<file path="src/rtl/bilateral_norm_acc.sv">
// Bilateral filter normalizer: accumulates NTAPS weighted taps, then divides sum(w*a) by sum(w)
// with an 8-step restoring divider. Define BILATERAL_NORM_ROUND_EN for round-half-up quotients.
module bilateral_norm_acc #(
  parameter int NTAPS = 9,
  parameter int WP_W  = 20,
  parameter int W_W   = 12
) (
  input  logic        clk,
  input  logic        rst_n,
  input  logic        in_valid,
  output logic        in_ready,
  input  logic [15:0] in_wpix,
  input  logic [7:0]  in_weight,
  output logic        out_valid,
  input  logic        out_ready,
  output logic [7:0]  out_pix,
  output logic        out_zero,
  output logic        out_sat
);

  localparam int CNT_W = (NTAPS > 1) ? $clog2(NTAPS) : 1;
  // Remainder width covers both the (possibly rounded) dividend and the divisor shifted by 8.
  localparam int RW    = (WP_W + 1 > W_W + 9) ? WP_W + 1 : W_W + 9;

`ifdef BILATERAL_NORM_ROUND_EN
  localparam bit ROUND_EN = 1'b1;
`else
  localparam bit ROUND_EN = 1'b0;
`endif

  typedef enum logic [1:0] {ACC, DIV, OUT} state_t;

  state_t           state, state_nxt;
  logic [CNT_W-1:0] tap_cnt;
  logic [WP_W-1:0]  swp, swp_sum;
  logic [W_W-1:0]   sw, sw_sum;
  logic [RW-1:0]    rem, dvsr, shifted;
  logic [7:0]       quo, q_next;
  logic [2:0]       bit_idx;
  logic             tap_fire, last_tap, first_div, div_zero, div_sat, trial_ok;

  function automatic logic [RW-1:0] dividend(input logic [WP_W-1:0] s_wp,
                                             input logic [W_W-1:0]  s_w);
    logic [RW-1:0] d;
    d = RW'(s_wp) + (ROUND_EN ? RW'(s_w >> 1) : '0);
    return d;
  endfunction

  function automatic logic saturates(input logic [RW-1:0] d, input logic [RW-1:0] s);
    return d >= (s << 8);
  endfunction

  assign in_ready  = (state == ACC);
  assign out_valid = (state == OUT);

  assign tap_fire  = in_valid & in_ready;
  assign last_tap  = tap_fire && (tap_cnt == CNT_W'(NTAPS - 1));
  assign swp_sum   = swp + {{(WP_W-16){1'b0}}, in_wpix};
  assign sw_sum    = sw + {{(W_W-8){1'b0}}, in_weight};

  // bit_idx is 7 only in the first DIV cycle, which doubles as the special-case check.
  assign first_div = (bit_idx == 3'd7);
  assign div_zero  = (dvsr == '0);
  assign div_sat   = saturates(rem, dvsr);
  assign shifted   = dvsr << bit_idx;
  assign trial_ok  = (rem >= shifted);

  always_comb begin
    q_next          = quo;
    q_next[bit_idx] = trial_ok;
  end

  always_comb begin
    state_nxt = state;
    case (state)
      ACC: if (last_tap) state_nxt = DIV;
      DIV: begin
        if (first_div && (div_zero || div_sat)) state_nxt = OUT;
        else if (bit_idx == 3'd0)               state_nxt = OUT;
      end
      OUT: if (out_ready) state_nxt = ACC;
      default: state_nxt = ACC;
    endcase
  end

  // ---- control and result registers
  always_ff @(posedge clk or negedge rst_n) begin
    if (!rst_n) begin
      state    <= ACC;
      tap_cnt  <= '0;
      swp      <= '0;
      sw       <= '0;
      bit_idx  <= 3'd7;
      out_pix  <= '0;
      out_zero <= 1'b0;
      out_sat  <= 1'b0;
    end else begin
      state <= state_nxt;
      if (tap_fire) begin
        if (last_tap) begin
          tap_cnt <= '0;
          swp     <= '0;
          sw      <= '0;
        end else begin
          tap_cnt <= tap_cnt + CNT_W'(1);
          swp     <= swp_sum;
          sw      <= sw_sum;
        end
      end
      if (last_tap)
        bit_idx <= 3'd7;
      else if (state == DIV)
        bit_idx <= bit_idx - 3'd1;
      if (state == DIV) begin
        if (first_div && div_zero) begin
          out_pix  <= 8'd0;
          out_zero <= 1'b1;
        end else if (first_div && div_sat) begin
          out_pix <= 8'd255;
          out_sat <= 1'b1;
        end else if (bit_idx == 3'd0) begin
          out_pix <= q_next;
        end
      end
      if (state == OUT && out_ready) begin
        out_zero <= 1'b0;
        out_sat  <= 1'b0;
      end
    end
  end

  // ---- divider datapath
  always_ff @(posedge clk) begin
    if (last_tap) begin
      rem  <= dividend(swp_sum, sw_sum);
      dvsr <= RW'(sw_sum);
      quo  <= '0;
    end else if (state == DIV) begin
      quo <= q_next;
      if (trial_ok) rem <= rem - shifted;
    end
  end

endmodule
</file>
<file path="config.mk">
export PLATFORM = sky130hd
export DESIGN_NAME = bilateral_norm_acc
export DESIGN_NICKNAME = d
export VERILOG_FILES = /design/src/rtl/bilateral_norm_acc.sv
export SDC_FILE = /design/constraint.sdc
export NUM_CORES = 1
export LEC_CHECK = 0
export CORE_ASPECT_RATIO = 0.8
export CORE_MARGIN = 2
export CORE_UTILIZATION = 50
export CTS_BUF_LIST = sky130_fd_sc_hd__clkbuf_4 sky130_fd_sc_hd__clkbuf_8 sky130_fd_sc_hd__clkbuf_16
export DETAILED_ROUTE_END_ITERATION = 7
export PLACE_DENSITY = 0.66
export SETUP_SLACK_MARGIN = 0.5
export SLEW_MARGIN = 10
export SYNTH_ARGS = -nofsm -noshare
export SYNTH_HDL_FRONTEND = slang
export SYNTH_SLANG_ARGS = --single-unit
</file>
<file path="constraint.sdc">
create_clock -name clk -period 7.7 [get_ports clk]
set_clock_uncertainty 0.15 [all_clocks]
set_input_delay 1.54 -clock clk [delete_from_list [all_inputs] [get_ports clk]]
set_output_delay 1.54 -clock clk [all_outputs]
set_load 0.05 [all_outputs]
</file>
==> impl_results.md, run 1 <==
- Iteration-0 DRC Markers: about 440
- Vias in the first global route: between 5k and 6k
- DRT Pass-1 Iters: 4
- Hold Buf Count CTS: 0
- Post-Syn Area: between 0.006 and 0.007 mm^2
- Die Ht: around 110 um
- Asr flop ratio synth: a little under three fifths
- Cell with the most instances after synthesis: nor2_1
- Post-CTS setup repair buffer count: 0
- Pin count of the biggest net entering global routing: 52
- Slew headroom: 47.9%
- Number of synthesized flops with an enable pin: 32
- Share of the synthesized area in the top cell type: about 18%
- Worst-margin pin slew: 0.779 ns
- CP max stage cell: dfstp_2
- Critical path class: reg2reg
- CTS resizes: 0
- Placeable Area: roughly 0.013 mm^2
- Avg WL per Cell: around 18 um
- Primary FF master, synth: dfrtp_1
- CP Launch Type: register
- Hold Path Stages: 2
- Gr ovfl total: 0
- HP Start: sw[2]$_DFFE_PN0P_
- Yosys reg bits: 92
- Slowest stage delay, CP: 0.84 ns
- Ant. Diodes: 0
- Die X: between 100 and 150 um
- DPL Wire Length: around 13 mm
- Area grow syn2layout: 12.0%
- Syn_area_per_cell: approximately 9 um^2
- FF+latch area: 0.00242 mm^2
- Final setup fails: 0
- Commonest cells in the netlist: nor2_1, nand2_1, ha_1
- R2R Setup Slk: approximately 3.3 ns
- Outcome: finished, final reports clean
- Syn nets: 836
- Slew Viols, Final: 0
- FF-to-FF Start: bit_idx[1]$_DFFE_PN1P_
- Hold Vio Cnt, Final: 0
- FF-to-FF path depth: 12
- Hold path endpoint: sw[2]$_DFFE_PN0P_
- Vias per inst: slightly above 6
- Dominant cells by area after synthesis: dfrtp_1, edfxtp_1, ha_1, o21ai_0, nor2_1
- Buffers on Ports: 39
- DRC viols: 0
- Placed insts: ~940
- CP Capture Type: register
- Max-cap violations: 0
- First-pass GRT wire length: 27.8 mm
- RSZ-0062 raised after global routing: false
- Initial Util: slightly above 50%
- Antenna viol nets, final: 0
- Min Tclk post-route: roughly 4.4 ns
- Seq/Total Area, Yosys: between 30% and 40%
- Clock Latency Late Sink: between 0.3 and 0.4 ns
- CP Max Fanout: 24
- Hold crit path type: reg2reg
- Via Count: 5766
- Overall Global Routing Usage: 24.3%
- CP required: approximately 7.6 ns
- RR Endpoint: rem[19]$_DFFE_PP_
- Layout cells sized above 1: roughly 5.7%
- Clock Tree Root: clkbuf_16
- WL final: roughly 17 mm
- CTS sink cnt: between 90 and 100
- Area of the multi-input gates: just over 0.004 mm^2
- Clock buffer depth: 2
- Routability cong.: about 0.94
- Initial antenna violation count: 0
- H-Tree Depth: 3
- Filler Cell Count: about 1.2k
- Fmax: around 230 MHz
- CTS tree: built
- Die Footprint: around 0.015 mm^2
- Synth warnings: 0
- Unique masters post-synth: between 70 and 80
- Nets: 860
- Fin cells: between 900 and 1k
- Critical Path, Cell by Cell: inv_1 > nor2_1 > nand2_1 > o21ai_0 > mux2i_1 > ha_1 > a2111o_1 > o2111ai_2 > o21ai_2 > a211oi_4 > o21ai_1 > buf_4
- Syn Inst Count: between 700 and 800
- CP arrival: about 4.3 ns
- Final period utilization: 56.8%
- # rows: 38
- Clock Pin Slew Worst Setup and Hold Paths: 0.07 ns
- Final TNS setup: 0 ns
- Synth area leader: dfrtp_1
- CTS Buf Count: 9
- IO Count: 40
==> cells by family (layout without fill, tap and decap cells) <==
family,after synthesis,count (layout),synth area share [%]
multiplexers,20,20,3.74
buffers and inverters,68,97,3.92
flip-flops,92,92,35.6
AO/OA/AOI/OAI,242,242,24.4
adder cells (fa/ha/maj),63,63,11.9
AND/OR/NAND/NOR,219,219,15.1
XOR/XNOR,41,41,5.28
==> sequential cells by signal (all words and copies together) (netlist names) <==
name      cells
sw           12
tap_cnt       4
out_zero      1
out_sat       1
rem          21
quo           8
state         2
out_pix       8
dvsr         12
swp          20
bit_idx       3
==> worst max-delay path, delay by kind of cell, from the launching register on <==
kind                       cells  cell delay, ns
DFF                            1            0.84
adders and majority gates      1            0.38
buffers and inverters          2            0.55
muxes                          1            0.15
and+or+nand+nor                2            0.32
AOI/OAI and AO/OA              6            1.65
==> cell type report <==
cell class	instances	share of cell area, %
multi-input cells	585	54.0
repair buffers	44	5.55
well taps	180	2.96
flip-flops and latches	92	31.8
clock inverters	2	0.197
inverters	37	1.82
clock buffers	14	3.68
==> metrics by stage <==
| step | utilization [%] | hold slack, ns | area, um^2 | setup WS, ns |
|---|---|---|---|---|
| after floorplan | - | 0.293 | 6800 | 2.86 |
| after global placement | 54.6 | 0.312 | 7320 | 3.27 |
| after detailed placement | 54.6 | 0.310 | 7320 | 3.21 |
| after CTS | 56.8 | 0.324 | 7610 | 3.38 |
| after global routing | 56.8 | 0.366 | 7610 | 3.14 |
| final | 56.8 | 0.320 | 7610 | 3.33 |
==> per-layer routing <==
layer	share of wire [%]	wire length (um)	track usage (%)	up-vias
met5	0	0	0	-
met4	1.0	176	6.02	0
met3	4.8	830	4.36	13
met2	45	7730	37.8	143
met1	49	8490	35.3	2812
li1	-	-	-	2798
==> how the worst max path moves through the flow <==
stage / from / end / slack (ns) / cells after the start
2_1_floorplan: bit_idx[0]$_DFFE_PN1P_ / rem[0]$_DFFE_PP_ / 2.86 / 14
3_3_place_gp: in_wpix[0] / rem[12]$_DFFE_PP_ / 3.27 / 10
3_5_place_dp: in_wpix[0] / rem[12]$_DFFE_PP_ / 3.21 / 10
4_1_cts: bit_idx[1]$_DFFE_PN1P_ / rem[19]$_DFFE_PP_ / 3.38 / 12
5_1_grt: bit_idx[1]$_DFFE_PN1P_ / rem[19]$_DFFE_PP_ / 3.14 / 12
6_report: bit_idx[1]$_DFFE_PN1P_ / rem[19]$_DFFE_PP_ / 3.33 / 12
==> placed cells by master (no fill, tap or decap), types with 6 or more instances in the layout <==
master	Yosys	final
o211a_1	6	6
xnor2_1	26	26
clkdlybuf4s50_1	0	38
nor3_1	17	17
inv_1	36	36
nor4_1	6	6
o21a_1	15	15
o31ai_1	6	6
xor2_1	15	15
nor2b_1	8	8
clkbuf_16	0	10
a211oi_1	14	14
nand2_1	65	65
dfrtp_1	48	48
a21oi_1	49	49
a21o_1	16	16
nand4_1	7	7
nand3_1	18	18
edfxtp_1	32	32
dfxtp_1	9	9
nand2b_1	6	6
o21ai_0	56	55
a22o_1	16	16
mux2i_1	13	13
o211ai_1	6	6
nor2_1	66	66
ha_1	60	60
Power of run 1 is not shown: default switching activity piles up to over one toggle a cycle in this logic, so the estimate is an artifact.
==> run 2: changes to the inputs <==
--- a/config.mk
+++ b/config.mk
@@ -10,7 +10,7 @@
 export CORE_UTILIZATION = 50
 export CTS_BUF_LIST = sky130_fd_sc_hd__clkbuf_4 sky130_fd_sc_hd__clkbuf_8 sky130_fd_sc_hd__clkbuf_16
 export DETAILED_ROUTE_END_ITERATION = 7
-export PLACE_DENSITY = 0.66
+export PLACE_DENSITY = 0.68
 export SETUP_SLACK_MARGIN = 0.5
 export SLEW_MARGIN = 10
 export SYNTH_ARGS = -nofsm -noshare
==> constraint.sdc (replaced) <==
create_clock -name clk -period 3.56 [get_ports clk]
set_clock_uncertainty 0.15 [all_clocks]
set_input_delay 0.712 -clock clk [delete_from_list [all_inputs] [get_ports clk]]
set_output_delay 0.712 -clock clk [all_outputs]
set_load 0.05 [all_outputs]
==> run 2 against run 1 <==
Compared with the run above:
- global-route usage increased by 1.7 points
- register-to-register slack got worse by 3.2 ns
- utilization increased by 6.3 points
- cell count increased by 5.6%
- sequential cell count unchanged
- first-iteration DRC count increased by 27%
- maximum frequency increased by 27%
- hold slack got worse by 0.096 ns
- non-clock buffer count increased by 53
- sequential share of layout area decreased by 3.1 points
- setup slack got worse by 3.2 ns
- critical path type unchanged
==> impl_results.md, run 2 (synthesis gave the netlist of run 1 again) <==
- Hold crit path type: in2async (was reg2reg)
- Iteration-0 DRC Markers: 554 (was 435)
- # rows: 38 (unchanged)
- Clock buffer depth: 2 (unchanged)
- RSZ-0062 raised after global routing: true (was false)
- Final TNS setup: 0 ns (unchanged)
- R2R Setup Slk: 0.11 ns (was 3.33 ns)
- Overall Global Routing Usage: 26.0% (was 24.3%)
- Antenna viol nets, final: 0 (unchanged)
- Vias per inst: 6.14 (was 6.04)
- Most frequent cells in the layout: nand2_1, nor2_1, ha_1 (was nor2_1, nand2_1, ha_1)
- Clock Pin Slew Worst Setup and Hold Paths: 0.07 ns (about the same)
- Crit path max-delay family: buffers and inverters (was compound AO/OA/AOI/OAI gates)
- Most common cell after layout, fill and taps aside: nand2_1 (was nor2_1)
- Clock Tree Root: clkbuf_16 (unchanged)
- CP required: 3.52 ns (was 7.62 ns)
- Die Ht: 108 um (unchanged)
- Clock Latency Late Sink: 0.35 ns (about the same)
- CP Capture Type: register (unchanged)
- Hold Vio Cnt, Final: 0 (unchanged)
- Filler Cell Count: 1116 (was 1242)
- DRT Pass-1 Iters: 4 (unchanged)
- Initial antenna violation count: 0 (unchanged)
- Min Tclk post-route: 3.45 ns (was 4.37 ns)
- Top reg by flops: rem (unchanged)
- Critical Path, Cell by Cell: buf_4 > mux4_2 > mux2i_1 > ha_1 > buf_4 > buf_6 > a21oi_1 > nand2_1 > o2111ai_4 > o21ai_2 > a211oi_4 > buf_12 > o21ai_4 > buf_12 (was inv_1 > nor2_1 > nand2_1 > o21ai_0 > mux2i_1 > ha_1 > a2111o_1 > o2111ai_2 > o21ai_2 > a211oi_4 > o21ai_1 > buf_4)
- Critical path class: reg2reg (unchanged)
- Final period utilization: 96.9% (was 56.8%)
- IO Count: 40 (unchanged)
- WL final: 18.9 mm (was 17.2 mm)
- Hold Buf Count CTS: 0 (unchanged)
- Biggest regs: rem x21, swp x20 (unchanged)
- RR Endpoint: rem[17]$_DFFE_PP_ (was rem[19]$_DFFE_PP_)
- Nets: 913 (was 860)
- Slew Viols, Final: 0 (unchanged)
- Fmax: 290 MHz (was 229 MHz)
- Final setup fails: 0 (unchanged)
- DPL Wire Length: 13.5 mm (was 12.7 mm)
- Die Footprint: 0.0146 mm^2 (unchanged)
- DRC viols: 0 (unchanged)
- FF-to-FF path depth: 14 (was 12)
- CTS tree: built (unchanged)
- CP Max Fanout: 20 (was 24)
- Slowest stage delay, CP: 0.61 ns (was 0.84 ns)
- Initial Util: 50.7% (unchanged)
- Avg WL per Cell: 18.7 um (was 18.1 um)
- Max-cap violations: 0 (unchanged)
- Die X: 134 um (unchanged)
- Pin count of the biggest net entering global routing: 46 (was 52)
- Layout cells sized above 1: 18.1% (was 5.68%)
- FF-to-FF Start: bit_idx[0]$_DFFE_PN1P_ (was bit_idx[1]$_DFFE_PN1P_)
- H-Tree Depth: 3 (unchanged)
- Slew headroom: 36.2% (was 47.9%)
- Via Count: 6179 (was 5766)
- CP arrival: 3.41 ns (was 4.29 ns)
- Vias in the first global route: 5805 (was 5411)
- CTS sink cnt: 92 (unchanged)
- CP max stage cell: dfstp_2 (unchanged)
- Ant. Diodes: 0 (unchanged)
- Worst-margin pin slew: 0.954 ns (was 0.779 ns)
- Bufs and invs on worst path: 5 (was 2)
- Gr ovfl total: 0 (unchanged)
- CTS Buf Count: 9 (unchanged)
- First-pass GRT wire length: 29.8 mm (was 27.8 mm)
- Placeable Area: 0.0134 mm^2 (unchanged)
- Area grow syn2layout: 24.4% (was 12.0%)
- Max FFs per register: 21 (unchanged)
- Routability cong.: 0.934 (was 0.939)
- Outcome: finished, final reports clean (unchanged)
- Buffers on Ports: 39 (unchanged)
- CP Launch Type: register (unchanged)
## run 2: cell count changes in the layout (fill, tap and decap cells not counted), sizes merged
cell           change
buf               +53
dlymetal6s2s       +1
clkinv             +1
clkbuf             -3
bufinv             +2
clkdlybuf4s50      -1
## run 2: worst max-delay path by stage
stage                     slack, ns                    from  cells past startpoint              endpoint
after CTS                      0.15  bit_idx[1]$_DFFE_PN1P_                     10     rem[11]$_DFFE_PP_
final                          0.11  bit_idx[0]$_DFFE_PN1P_                     14     rem[17]$_DFFE_PP_
after detailed placement      -0.02            in_weight[0]                     11    sw[10]$_DFFE_PN0P_
after floorplan                0.17  bit_idx[0]$_DFFE_PN1P_                     11      rem[0]$_DFFE_PP_
after global routing           0.02  bit_idx[0]$_DFFE_PN1P_                     16  rem[20]$_SDFFE_PP0P_
after global placement        -0.02  bit_idx[0]$_DFFE_PN1P_                     12  rem[20]$_SDFFE_PP0P_
## run 2: layout make-up
cell class | count | area (um^2) | area share (%)
clock buffers | 11 | 258 | 3.05
clock inverters | 5 | 81.3 | 0.962
inverters | 37 | 139 | 1.64
multi-input cells | 585 | 4460 | 52.7
flip-flops and latches | 92 | 2420 | 28.7
well taps | 180 | 225 | 2.66
repair buffers | 97 | 875 | 10.3
## run 2: metrics by stage
stage          hold WS (ns)  util [%]  std cells  setup WS (ns)  instance area (um^2)
2_1_floorplan         0.266         -        745          0.175                  6870
3_3_place_gp          0.308      56.6        965        -0.0197                  7590
3_5_place_dp          0.314      56.6        965        -0.0197                  7590
4_1_cts               0.239      60.5        995          0.146                  8110
5_1_grt               0.262      63.1       1007         0.0157                  8460
6_report              0.223      63.1       1007          0.112                  8460
## run 2: metal layers
metal	routed length, um	GRT usage [%]	part of all wire, %
met5	0	0	0
met1	8830	37.8	47
met2	8680	40.6	46
met4	251	6.32	1.3
met3	1120	4.50	5.9
## run 2: what timing repair did
item / in CTS / in global routing
pin swaps: 14 / 28
resized for setup: 24 / 59
setup buffers: 14 / 12
setup endpoints to repair: 49 / 56
## run 2: worst reg2reg max path, delay by kind of cell (launching register included)
| family | cells | cell delay, ns |
|---|---|---|
| and+or+nand+nor | 1 | 0.13 |
| muxes | 2 | 0.51 |
| buffers and inverters | 5 | 0.78 |
| AOI/OAI and AO/OA | 5 | 0.73 |
| DFF | 1 | 0.61 |
| adders and majority gates | 1 | 0.28 |
Power of run 2 is left out for the same reason.
==> run 3: changes to the inputs <==
--- a/config.mk
+++ b/config.mk
@@ -7,10 +7,11 @@
 export LEC_CHECK = 0
 export CORE_ASPECT_RATIO = 0.8
 export CORE_MARGIN = 2
-export CORE_UTILIZATION = 50
-export CTS_BUF_LIST = sky130_fd_sc_hd__clkbuf_4 sky130_fd_sc_hd__clkbuf_8 sky130_fd_sc_hd__clkbuf_16
+export CORE_UTILIZATION = 30
+export CTS_BUF_LIST = sky130_fd_sc_hd__clkbuf_4 sky130_fd_sc_hd__clkbuf_8
 export DETAILED_ROUTE_END_ITERATION = 7
-export PLACE_DENSITY = 0.68
+export GPL_TIMING_DRIVEN = 1
+export PLACE_DENSITY = 0.44
 export SETUP_SLACK_MARGIN = 0.5
 export SLEW_MARGIN = 10
 export SYNTH_ARGS = -nofsm -noshare
==> run 3 against run 2 <==
Compared with the run above:
- setup slack got worse by 0.020 ns
- sequential share of layout area down 1.4 points
- maximum frequency decreased by 0.59%
- hold slack better by 0.11 ns
- largest cell class unchanged
- utilization shrank 23 points
- count of clock-buffer cells in the layout up 1
- wire length increased by 7.1%
- die area grew 64%
- global-route usage shrank 8.9 points
==> impl_results.md, run 3 (synthesis gave the netlist of run 1 again) <==
- Outcome: finished, final reports clean (unchanged)
- Min Tclk post-route: 3.47 ns (was 3.45 ns)
- Slew Viols, Final: 0 (unchanged)
- Vias in the first global route: 5929 (was 5805)
- CP Launch Type: register (unchanged)
- Ant. Diodes: 0 (unchanged)
- DRC viols: 0 (unchanged)
- Final TNS setup: 0 ns (unchanged)
- Area grow syn2layout: 30.8% (was 24.4%)
- Cell mode on critical path: buf_12
- Iteration-0 DRC Markers: 285 (was 554)
- Buffers on Ports: 39 (unchanged)
- Fin cells: 1167 (was 1007)
- Die Ht: 139 um (was 108 um)
- Top reg by flops: rem (unchanged)
- Placed insts: 1108 (was 965)
- Most frequent cells in the layout: buf_4, nand2_1, nor2_1 (was nand2_1, nor2_1, ha_1)
- Clock Latency Late Sink: 0.38 ns (was 0.35 ns)
- Pin count of the biggest net entering global routing: 39 (was 46)
- Most common cell after layout, fill and taps aside: buf_4 (was nand2_1)
- Vias per inst: 5.15 (was 6.14)
- Antenna viol nets, final: 0 (unchanged)
- Initial Util: 30.4% (was 50.7%)
- CP arrival: 3.45 ns (was 3.41 ns)
- Clock buffer depth: 2 (unchanged)
- Clock Tree Root: clkbuf_8 (was clkbuf_16)
- Critical path class: reg2reg (unchanged)
- Slew headroom: 31.3% (was 36.2%)
- Hold Buf Count CTS: 0 (unchanged)
- Clock Pin Slew Worst Setup and Hold Paths: 0.10 ns (was 0.07 ns)
- Routability cong.: 0.891 (was 0.934)
- CP required: 3.54 ns (was 3.52 ns)
- Avg WL per Cell: 17.3 um (was 18.7 um)
- Critical Path, Cell by Cell: buf_6 > buf_12 > mux2i_1 > a21oi_2 > mux2i_1 > ha_1 > a21oi_1 > o22a_1 > nor2b_4 > o21ai_2 > a211oi_4 > buf_12 > o21ai_4 > buf_12 (was buf_4 > mux4_2 > mux2i_1 > ha_1 > buf_4 > buf_6 > a21oi_1 > nand2_1 > o2111ai_4 > o21ai_2 > a211oi_4 > buf_12 > o21ai_4 > buf_12)
- Die Footprint: 0.0239 mm^2 (was 0.0146 mm^2)
- Final setup fails: 0 (unchanged)
- IO Count: 40 (unchanged)
- Slowest stage delay, CP: 0.58 ns (was 0.61 ns)
- Final period utilization: 97.4% (was 96.9%)
- Most Crowded Layer GR: met1 (was met2)
- Hold slack: 0.338 ns (was 0.223 ns)
- Final Cell Area: 0.00889 mm^2 (was 0.00846 mm^2)
- Fmax: 288 MHz (was 290 MHz)
- Gr ovfl total: 0 (unchanged)
- Nets: 947 (was 913)
- Post-placement cell area: 0.00790 mm^2 (was 0.00759 mm^2)
- Hold Vio Cnt, Final: 0 (unchanged)
- Filler Cell Count: 2222 (was 1116)
- # rows: 49 (was 38)
- RSZ-0062 raised after global routing: true (unchanged)
- CP max stage cell: dfstp_2 (unchanged)
- Die X: 172 um (was 134 um)
- Overall Global Routing Usage: 17.1% (was 26.0%)
- Met2 usage in global routing: 25.7% (was 40.6%)
- Max-cap violations: 0 (unchanged)
- R2R Setup Slk: 0.09 ns (was 0.11 ns)
- Met1 Track Usage GR: 25.7% (was 37.8%)
- Worst-margin pin slew: 1.03 ns (was 0.954 ns)
- Layout cells sized above 1: 22.3% (was 18.1%)
- Biggest regs: rem x21, swp x20 (unchanged)
- Via Count: 6015 (was 6179)
- DRT Pass-1 Iters: 5 (was 4)
- CP Max Fanout: 20 (unchanged)
- Max FFs per register: 21 (unchanged)
- Hold crit path type: reg2reg (was in2async)
- H-Tree Depth: 3 (unchanged)
- CTS Buf Count: 9 (unchanged)
- WL final: 20.2 mm (was 18.9 mm)
- CTS sink cnt: 92 (unchanged)
- Initial antenna violation count: 0 (unchanged)
- CTS tree: built (unchanged)
- Placeable Area: 0.0224 mm^2 (was 0.0134 mm^2)
- Met3 Use GR: 2.88% (was 4.50%)
- First-pass GRT wire length: 32.1 mm (was 29.8 mm)
- CP Capture Type: register (unchanged)
- DPL Wire Length: 14.9 mm (was 13.5 mm)
run 3: cell types whose count changed in the layout (fill, tap and decap cells not counted), moves of 3 or more:
cell and delta:
ha_1 -4, buf_6 +12, a211oi_1 +4, clkbuf_8 +10, o21ai_0 -5, clkbuf_16 -10
ha_4 +3, a211oi_2 -4, buf_4 +20, o21ai_1 +3
run 3: final timing paths:
kind / startpoint / cells past startpoint / to
max in group asynchronous: rst_n / 2 / swp[7]$_DFFE_PN0P_
hold reg to reg: sw[2]$_DFFE_PN0P_ / 2 / sw[2]$_DFFE_PN0P_
min in group asynchronous: rst_n / 1 / out_pix[5]$_DFFE_PN0P_
hold / removal: sw[2]$_DFFE_PN0P_ / 2 / sw[2]$_DFFE_PN0P_
setup / recovery: bit_idx[0]$_DFFE_PN1P_ / 14 / rem[9]$_DFFE_PP_
setup reg to reg: bit_idx[0]$_DFFE_PN1P_ / 14 / rem[9]$_DFFE_PP_
run 3: critical path, delay by kind of cell (launching register included):
family / cells / cell delay [ns]
buf+inv: 4 / 0.59
flops: 1 / 0.58
mux: 2 / 0.47
fa+ha+maj: 1 / 0.34
compound gates: 6 / 0.94
simple gates: 1 / 0.16
run 3: what timing repair did:
action,CTS,global route
gates cloned,1,0
pin swaps,21,43
buffers inserted,32,10
gates resized for setup,47,62
setup endpoints to repair,50,54
run 3: final cells by class:
type / instances / area [um^2] / area share [%]
inverters: 37 / 139 / 1.56
multi-input cells: 585 / 4510 / 50.7
flip-flops and latches: 92 / 2420 / 27.2
clock buffers: 12 / 153 / 1.72
repair buffers: 131 / 1210 / 13.7
clock inverters: 4 / 73.8 / 0.830
well taps: 306 / 383 / 4.30
run 3: metal layers:
layer  vias to the layer above  wire [um]
li1                       2982          -
met1                      2917      10200
met2                       104       9060
met3                        12        757
met4                         0        148
met5                         -          0
run 3: metrics by stage:
stage	utilization, %	setup WS, ns
2_1_floorplan	-	0.175
3_3_place_gp	35.3	-0.153
3_5_place_dp	35.3	-0.107
4_1_cts	38.2	0.104
5_1_grt	39.7	-0.0486
6_report	39.7	0.0914
Power of run 3 is left out for the same reason.
==> RTL change, RTL diff (config.mk and constraints of run 2) <==
Reset style: synchronous (`rst_n`), changed in one clocked block.
--- a/src/rtl/bilateral_norm_acc.sv
+++ b/src/rtl/bilateral_norm_acc.sv
@@ -85,5 +85,5 @@
 
   // ---- control and result registers
-  always_ff @(posedge clk or negedge rst_n) begin
+  always_ff @(posedge clk) begin
     if (!rst_n) begin
       state    <= ACC;
Function: differs if rst_n is asserted again (counterexample within 10 cycles, from zero or initial values and one cycle with rst_n low); with rst_n held inactive, the same outputs for 10 cycles.
==> RTL change against run 2 <==
  * Via count shrank 0.76%
  * Count of clock-buffer cells in the layout shrank 2
  * Largest cell class unchanged
  * Non-clock buffer count grew 19
  * Area after synthesis shrank 3.9%
  * Final cell count grew 2.6%
  * Cell area shrank 0.53%
  * Fmax shrank 3.5%
  * Sequential cell count is the same
  * The run now ends with setup timing left
  * Routed wire length grew 1.2%
  * Setup slack lost 0.12 ns
Power is left out: it rests on default switching activity, and per cell area and clock period it moved more than threefold.
==> RTL change: results <==
[cells_and_area]
seq_area_mm2 = 0.002168
nNetsFinal = 944
final_util_pct = 65.61
nFillCells = 1028
final-clk-cell-share_pct = 3.778
buffers = 116
multi_input_area_mm2 = 0.004534
drive_gt1_share_pct = 20.63
nMultiInputCombCells = 600
inverters = 34

[timing]
fin_hold_ws_ns = 0.3257
finalSetupViolCount = 1
finalSetupTns_ns = -0.01198
worst_slack_ns = -0.01198
slew-limit-headroom_pct = 58.97

[logic_synthesis]
yosysUniqueCellTypes = 71
synthMuxAreaShare_pct = 4.463
async_flop_share_pct = 0
synth_compound_area_share_pct = 20.00
avgSynthCellArea_um2 = 8.641
yosysMostFrequentCell = nand2_1
netlist_top_cells_count = nand2_1 (80), dfxtp_1 (60), ha_1 (60), nor2_1 (60), a21oi_1 (54)
netlist_top_cells_area = dfxtp_1 (18%), edfxtp_1 (15%), ha_1 (11%)
synth_fa_ha_area_share_pct = 12.41
synth-xor-area-share_pct = 6.033
synth.yosys.seq_area_share_pct = 33.10
synthFlopType = dfxtp_1

[routing]
met1_length_um = 8331
wl_met3_um = 1310
first_pass_iters = 5
via_per_inst = 5.936
wire_per_inst_um = 18.49
vias = 6132
dr_wl_met2_um = 9001
drt-initial-drc-count = 555

[placement]
place_ws_ns = -0.06053
gp_congestion = 0.9559
dp_cells = 963
post-dp-hpwl_um = 12580
placed_cell_area_mm2 = 0.007278

[clocking]
cts_resized = 27
cts_root_buffer = clkbuf_16

[grt]
gr-usage-met1_pct = 36.16
gr-usage-met3_pct = 4.673
antenna_found_initial = 0
grt_max_degree = 37
grt_pass1_vias = 5831
grt_first_pass_wirelength_um = 29420
grt_use_total_pct = 26.22

[worst_setup_path]
max_stage_delay_ns = 0.55
crit_family = compound AO/OA/AOI/OAI gates
crit_path_max_fanout = 6
cp.arrival_ns = 3.71

[outcome]
violations = setup timing
status = finished with violations
-- RTL change: cell count changes in the layout (fill, tap and decap cells not counted), moves of 8 or more --
cell             run 2  this run
nor2b_1              7        26
nand2_1             65        79
o21a_1              15         7
dfrtp_1             48         0
dfxtp_1              9        57
o21ai_0             44        29
a211oi_2            10         1
a22oi_1              0        15
a22o_1              16         4
buf_4               50        67
-- RTL change: path summary, 6_finish.rpt --
path | startpoint | endpoint | cells after the start
setup / recovery | dvsr[6] | rem[20] | 10
hold reg to reg | sw[2] | sw[2] | 2
hold / removal | sw[2] | sw[2] | 2
setup reg to reg | dvsr[6] | rem[20] | 10
-- RTL change: kinds of logic (layout without fill, tap and decap cells) --
family                     count (synthesis)  count (layout)
xor gates and xnor gates                  45              45
AOI/OAI and AO/OA                        197             197
muxes                                     24              24
buffers and inverters                     65             166
adders and majority gates                 63              63
DFF                                       92              92
and+or+nand+nor                          270             271
